**src/rtl/dcd_frame_scheduler_pkg.sv**
```systemverilog
// dcd_frame_scheduler_pkg: state encoding and default widths shared by the frame scheduler files
package dcd_frame_scheduler_pkg;
  localparam int ROW_BITS_DEF   = 10;
  localparam int FRAME_BITS_DEF = 16;
  localparam int LEN_BITS_DEF   = 16;
  localparam logic [1:0] S_IDLE  = 2'd0;
  localparam logic [1:0] S_ARMED = 2'd1;
  localparam logic [1:0] S_FRAME = 2'd2;
  localparam logic [1:0] S_DONE  = 2'd3;
endpackage

```
**src/rtl/dcd_row_guard_timer.sv**
```systemverilog
// dcd_row_guard_timer: loadable down-counter saturating at 0; ports CLK, RST, clr, load, load_val, zero
module dcd_row_guard_timer #(
  parameter int W = 16
) (
  input  logic         CLK,
  input  logic         RST,
  input  logic         clr,
  input  logic         load,
  input  logic [W-1:0] load_val,
  output logic         zero
);
  logic [W-1:0] cnt;
  assign zero = cnt == '0;
  always_ff @(posedge CLK or posedge RST)
    if (RST) cnt <= '0;
    else cnt <= load ? load_val : clr ? '0 : zero ? cnt : cnt - W'(1);
endmodule

```
**src/rtl/dcd_frame_scheduler.sv**
```systemverilog
// dcd_frame_scheduler: per-frame start sequencer for the DCD datapath; strobes in, SEQ/REC start pulses, row/frame counts, sticky errors out
module dcd_frame_scheduler
  import dcd_frame_scheduler_pkg::*;
#(
  parameter int ROW_BITS   = ROW_BITS_DEF,
  parameter int FRAME_BITS = FRAME_BITS_DEF,
  parameter int LEN_BITS   = LEN_BITS_DEF
) (
  input  logic                  CLK,
  input  logic                  RST,
  input  logic                  ENABLE,
  input  logic                  SINGLE_SHOT,
  input  logic [ROW_BITS-1:0]   ROWS_PER_FRAME,
  input  logic [LEN_BITS-1:0]   ROW_LEN,
  input  logic                  CLR_ERR,
  input  logic                  FSYNC_STROBE,
  input  logic                  R2S_STROBE,
  output logic                  SEQ_START,
  output logic                  REC_START,
  output logic [ROW_BITS-1:0]   ROW_CNT,
  output logic [FRAME_BITS-1:0] FRAME_CNT,
  output logic                  BUSY,
  output logic                  DONE,
  output logic                  ERR_OVERRUN,
  output logic                  ERR_ROWCOUNT
);
  logic [1:0] state, nxt;
  logic [ROW_BITS-1:0] sh_rows, row_nxt;
  logic [LEN_BITS-1:0] sh_len, t_val;
  logic open, seq_go, rec_go, frm_inc, t_ld, t_clr, t_zero, set_ovr, set_rc;
  dcd_row_guard_timer #(.W(LEN_BITS)) u_tmr (
    .CLK(CLK), .RST(RST), .clr(t_clr), .load(t_ld), .load_val(t_val), .zero(t_zero)
  );
  always_comb begin
    nxt = state;
    open = 1'b0;
    seq_go = 1'b0;
    rec_go = 1'b0;
    frm_inc = 1'b0;
    t_ld = 1'b0;
    t_clr = 1'b0;
    set_ovr = 1'b0;
    set_rc = 1'b0;
    row_nxt = ROW_CNT;
    case (state)
      S_IDLE: nxt = ENABLE ? S_ARMED : S_IDLE;
      S_ARMED:
        if (!ENABLE) begin
          nxt = S_IDLE;
          t_clr = 1'b1;
        end else if (FSYNC_STROBE) begin
          nxt = S_FRAME;
          open = 1'b1;
        end
      S_FRAME:
        if (!ENABLE) begin
          nxt = S_IDLE;
          t_clr = 1'b1;
        end else if (FSYNC_STROBE) begin
          frm_inc = 1'b1;
          set_rc = ROW_CNT != sh_rows;
          if (SINGLE_SHOT) begin
            nxt = S_DONE;
            t_clr = 1'b1;
          end else open = 1'b1;
        end else if (R2S_STROBE) begin
          if (ROW_CNT >= sh_rows) set_rc = 1'b1;
          else if (!t_zero) set_ovr = 1'b1;
          else begin
            seq_go = 1'b1;
            t_ld = 1'b1;
            row_nxt = ROW_CNT + ROW_BITS'(1);
          end
        end
      default: nxt = ENABLE ? S_DONE : S_IDLE;
    endcase
    // A new frame opens with the live config; a coincident R2S becomes row 0
    // of that frame and skips the timer check since the boundary clears it.
    if (open) begin
      rec_go = 1'b1;
      t_clr = 1'b1;
      row_nxt = '0;
      if (R2S_STROBE) begin
        if (ROWS_PER_FRAME == '0) set_rc = 1'b1;
        else begin
          seq_go = 1'b1;
          t_ld = 1'b1;
          row_nxt = ROW_BITS'(1);
        end
      end
    end
    t_val = open ? ROW_LEN : sh_len;
  end
  always_ff @(posedge CLK or posedge RST)
    if (RST) begin
      state <= S_IDLE;
      SEQ_START <= 1'b0;
      REC_START <= 1'b0;
      ROW_CNT <= '0;
      FRAME_CNT <= '0;
      BUSY <= 1'b0;
      DONE <= 1'b0;
      ERR_OVERRUN <= 1'b0;
      ERR_ROWCOUNT <= 1'b0;
      sh_rows <= '0;
      sh_len <= '0;
    end else begin
      state <= nxt;
      SEQ_START <= seq_go;
      REC_START <= rec_go;
      ROW_CNT <= row_nxt;
      FRAME_CNT <= FRAME_CNT + FRAME_BITS'(frm_inc);
      BUSY <= nxt == S_ARMED || nxt == S_FRAME;
      DONE <= nxt == S_DONE;
      ERR_OVERRUN <= set_ovr | (ERR_OVERRUN & ~CLR_ERR);
      ERR_ROWCOUNT <= set_rc | (ERR_ROWCOUNT & ~CLR_ERR);
      if (open) begin
        sh_rows <= ROWS_PER_FRAME;
        sh_len <= ROW_LEN;
      end
    end
endmodule

```
**config.mk**
```make
export PLATFORM = sky130hd
export DESIGN_NAME = dcd_frame_scheduler
export DESIGN_NICKNAME = d
export VERILOG_FILES = /design/src/rtl/dcd_frame_scheduler_pkg.sv /design/src/rtl/dcd_row_guard_timer.sv /design/src/rtl/dcd_frame_scheduler.sv
export SDC_FILE = /design/constraint.sdc
export NUM_CORES = 1
export LEC_CHECK = 0
export CORE_MARGIN = 4
export CORE_UTILIZATION = 53
export CTS_CLUSTER_DIAMETER = 120
export CTS_CLUSTER_SIZE = 20
export DETAILED_ROUTE_END_ITERATION = 8
export PLACE_DENSITY_LB_ADDON = 0.1
export SKIP_CTS_REPAIR_TIMING = 1
export SLEW_MARGIN = 5
export SYNTH_ARGS = -nofsm -noshare
export SYNTH_HDL_FRONTEND = slang
export SYNTH_HIERARCHICAL = 1
export SYNTH_SLANG_ARGS = --single-unit
```
**constraint.sdc**
```tcl
create_clock -name CLK -period 3.15 [get_ports CLK]
set_input_delay 0.4725 -clock CLK [delete_from_list [all_inputs] [get_ports CLK]]
set_output_delay 0.4725 -clock CLK [all_outputs]
set_load 0.1 [all_outputs]
```
==> results.yml <==
timing:
  maxSlewViolCount: 0
  grt_setup_unrepaired: "false"
  setup_viol: 0
  setup-tns-final_ns: 0
  max_freq_mhz: 348
  skew_ns: 0.00921
  min_period_ns: 2.87
  slew_headroom_pct: 35.6
  hold_violations: 0
  holdWs_ns: 0.460
  tightest_slew_ns: 0.963
  fin_crit_sh_pct: 91.2
synthesis:
  avgSynthCellArea_um2: 9.88
  ys_seq_area_share_pct: 48.3
  synth_top_area_share_pct: 48.3
  synthTopCellsByArea: "dfrtp_1, nand2_1, ha_1"
  synthesis.area_mm2: 0.00394
  synth_commonest_cells: "nand2_1, dfrtp_1, inv_1, o21ai_0, ha_1"
  synth_top_area_cell: "dfrtp_1"
  synth_mux_area_share_pct: 0.762
  synth_cell_types: 64
  yosysWarnings: 6
  ys_ff_latch: 76
  synth_most_common_cell: "nand2_1"
  yosys.area_share.simple_pct: 25.7
  synth_xor_area_share_pct: 4.44
  synthAdderAreaFrac_pct: 6.03
  synth_compound_area_share_pct: 11.4
  syn-num-nets: 451
  synth_flop_cell: "dfrtp_1"
  synthCells: 399
  async_flop_share_pct: 100
  synth_edf_count: 0
  synth_top_family_by_area: "simple AND/OR/NAND/NOR gates"
flow_run:
  maxCapViolCount: 0
worst_setup_path:
  cp.required_ns: 3.42
  rr_endpoint: "u_tmr/cnt[14]$_DFFE_PP0P_"
  cp-start-kind: "flop"
  endpoint_kind: "flop"
  worstRegToRegCells: 11
  crit_fanout: 11
  reg2reg_slack_ns: 0.28
  worst_ep_arrival_time_ns: 3.14
  r2r-start: "ROW_CNT[3]$_DFFE_PP0P_"
  crit_type: "flop to flop"
final_layout:
  fin_nets: 524
  utilization_pct: 66.6
  drive_gt1_share_pct: 17.6
  area_growth_pct: 22.6
  num_antenna_cells: 0
detailed_routing:
  met2_wirelength_um: 4300
  route.met3.wl_um: 366
  routed_wl_um: 8680
  vias_per_cell: 5.46
  wl_per_cell_um: 15.1
  drt_iter0_markers: 90
  met1_length_um: 3900
  first_pass_iters: 4
  top_layer: "met4"
  via_count: 3147
  ant_nets: 0
  drc: 0
die:
  rows: 31
  die_y_um: 94.2
  coreArea_mm2: 0.00725
  ios: 65
  start_util_pct: 54.3
  die_x_um: 94.2
  dieArea_mm2: 0.00888
clock_network:
  cts-root-buf: "clkbuf_8"
  cts_inserted_buffers: 9
  clkTransAtPathRegs_ns: 0.08
  cts_sinks: 76
  cts_tree: "built"
  h-tree-depth: 3
  worst_skew_pair.late_latency_ns: 0.35
  clockBufferDepth: 2
worst_hold_path:
  hold_class: "input pin to async pin"
run_status:
  status: "completed"
global_routing:
  antenna_found_initial: 0
  grt-ovfl-total: 0
  grt_pass1_wl_um: 14800
  first_global_vias: 3092
  grt_max_degree: 43
  track_usage_pct: 21.3
placed_design:
  hpwl_um: 6440
  globalplace.congestion: 0.875
  portBuffers: 64
power:
  peakVddDrop_mv: 0.561
  p_leak_uw: 0.00229
  power.density_mw_per_mm2: 676
==> per-layer routing <==
layer  vias to the layer above  track usage, %
met1                      1530            29.1
met2                        67            34.6
li1                       1542               -
met5                         -               0
met4                         0            7.46
met3                         8            3.04
==> cell families after synthesis <==
group,Yosys count
mux,3
buf+inv,33
simple gates,184
xor+xnor,20
compound gates,64
flops,76
fa+ha+maj,19
==> through the flow <==
stage	instances	power, µW	setup WS [ns]	area (µm²)
2_1_floorplan	399	2300	0.0183	3940
3_3_place_gp	560	2540	0.331	4650
3_5_place_dp	560	2580	0.283	4650
4_1_cts	576	3300	0.314	4830
5_1_grt	576	3500	0.00432	4830
6_report	576	3270	0.278	4830
==> registers in the layout (all words and copies together) (netlist names), 2 cells and up <==
| signal | count |
|---|---|
| sh_len | 16 |
| sh_rows | 10 |
| state | 2 |
| u_tmr/cnt | 16 |
| FRAME_CNT | 16 |
| ROW_CNT | 10 |
==> worst max-delay path by stage <==
stage          slack [ns]                startpoint  cells past startpoint                         to
5_1_grt             0.004  u_tmr/cnt[0]$_DFFE_PP0P_                     13   u_tmr/cnt[0]$_DFFE_PP0P_
4_1_cts              0.31    ROW_CNT[3]$_DFFE_PP0P_                     11  u_tmr/cnt[14]$_DFFE_PP0P_
2_1_floorplan        0.02    ROW_CNT[4]$_DFFE_PP0P_                     13   u_tmr/cnt[1]$_DFFE_PP0P_
6_report             0.28    ROW_CNT[3]$_DFFE_PP0P_                     11  u_tmr/cnt[14]$_DFFE_PP0P_
3_3_place_gp         0.33         ROWS_PER_FRAME[0]                      9  u_tmr/cnt[13]$_DFFE_PP0P_
3_5_place_dp         0.28         ROWS_PER_FRAME[0]                      9  u_tmr/cnt[14]$_DFFE_PP0P_
==> where the power goes <==
group          internal (µW)  switching (µW)
sequential              1250             196
clock                    363             349
combinational            435             675
total                   2050            1220
==> worst max-delay path, stage by stage (launching register included) <==
cell	delay (ns)
dfrtp_1	0.47
ha_1	0.34
and4_1	0.22
nor2_1	0.06
nor3b_2	0.31
nor2_2	0.09
nand2_1	0.09
nand2_1	0.09
buf_4	0.19
nor2_1	0.56
o21ai_0	0.21
a21oi_1	0.18
==> layout make-up <==
| cell class | instances | area [µm²] |
|---|---|---|
| Clock buffer | 11 | 131 |
| Clock inverter | 5 | 52.6 |
| Fill cell | 596 | 2420 |
| Inverter | 21 | 80.1 |
| Multi-Input combinational cell | 290 | 1900 |
| Sequential cell | 76 | 1900 |
| Tap cell | 99 | 124 |
| Timing Repair Buffer | 74 | 638 |
==> cell usage in the layout (no fill, tap or decap), types with 3 or more instances in the layout <==
cell type,count
mux2i_1,3
nor2_1,18
ha_1,19
nand3_1,10
nor3_1,7
a21oi_1,13
a31o_2,3
or3_1,4
clkbuf_8,9
dfrtp_1,75
nand4_1,8
clkdlybuf4s50_1,33
o21ai_0,20
nor4_4,4
o41ai_1,5
clkinv_2,4
nor4_1,7
nand2_1,91
and3_1,6
xor2_1,4
xnor2_1,16
buf_4,41
inv_1,19
o21a_1,3
a32oi_1,4
Note: power is estimated with default switching activity, not from simulation.
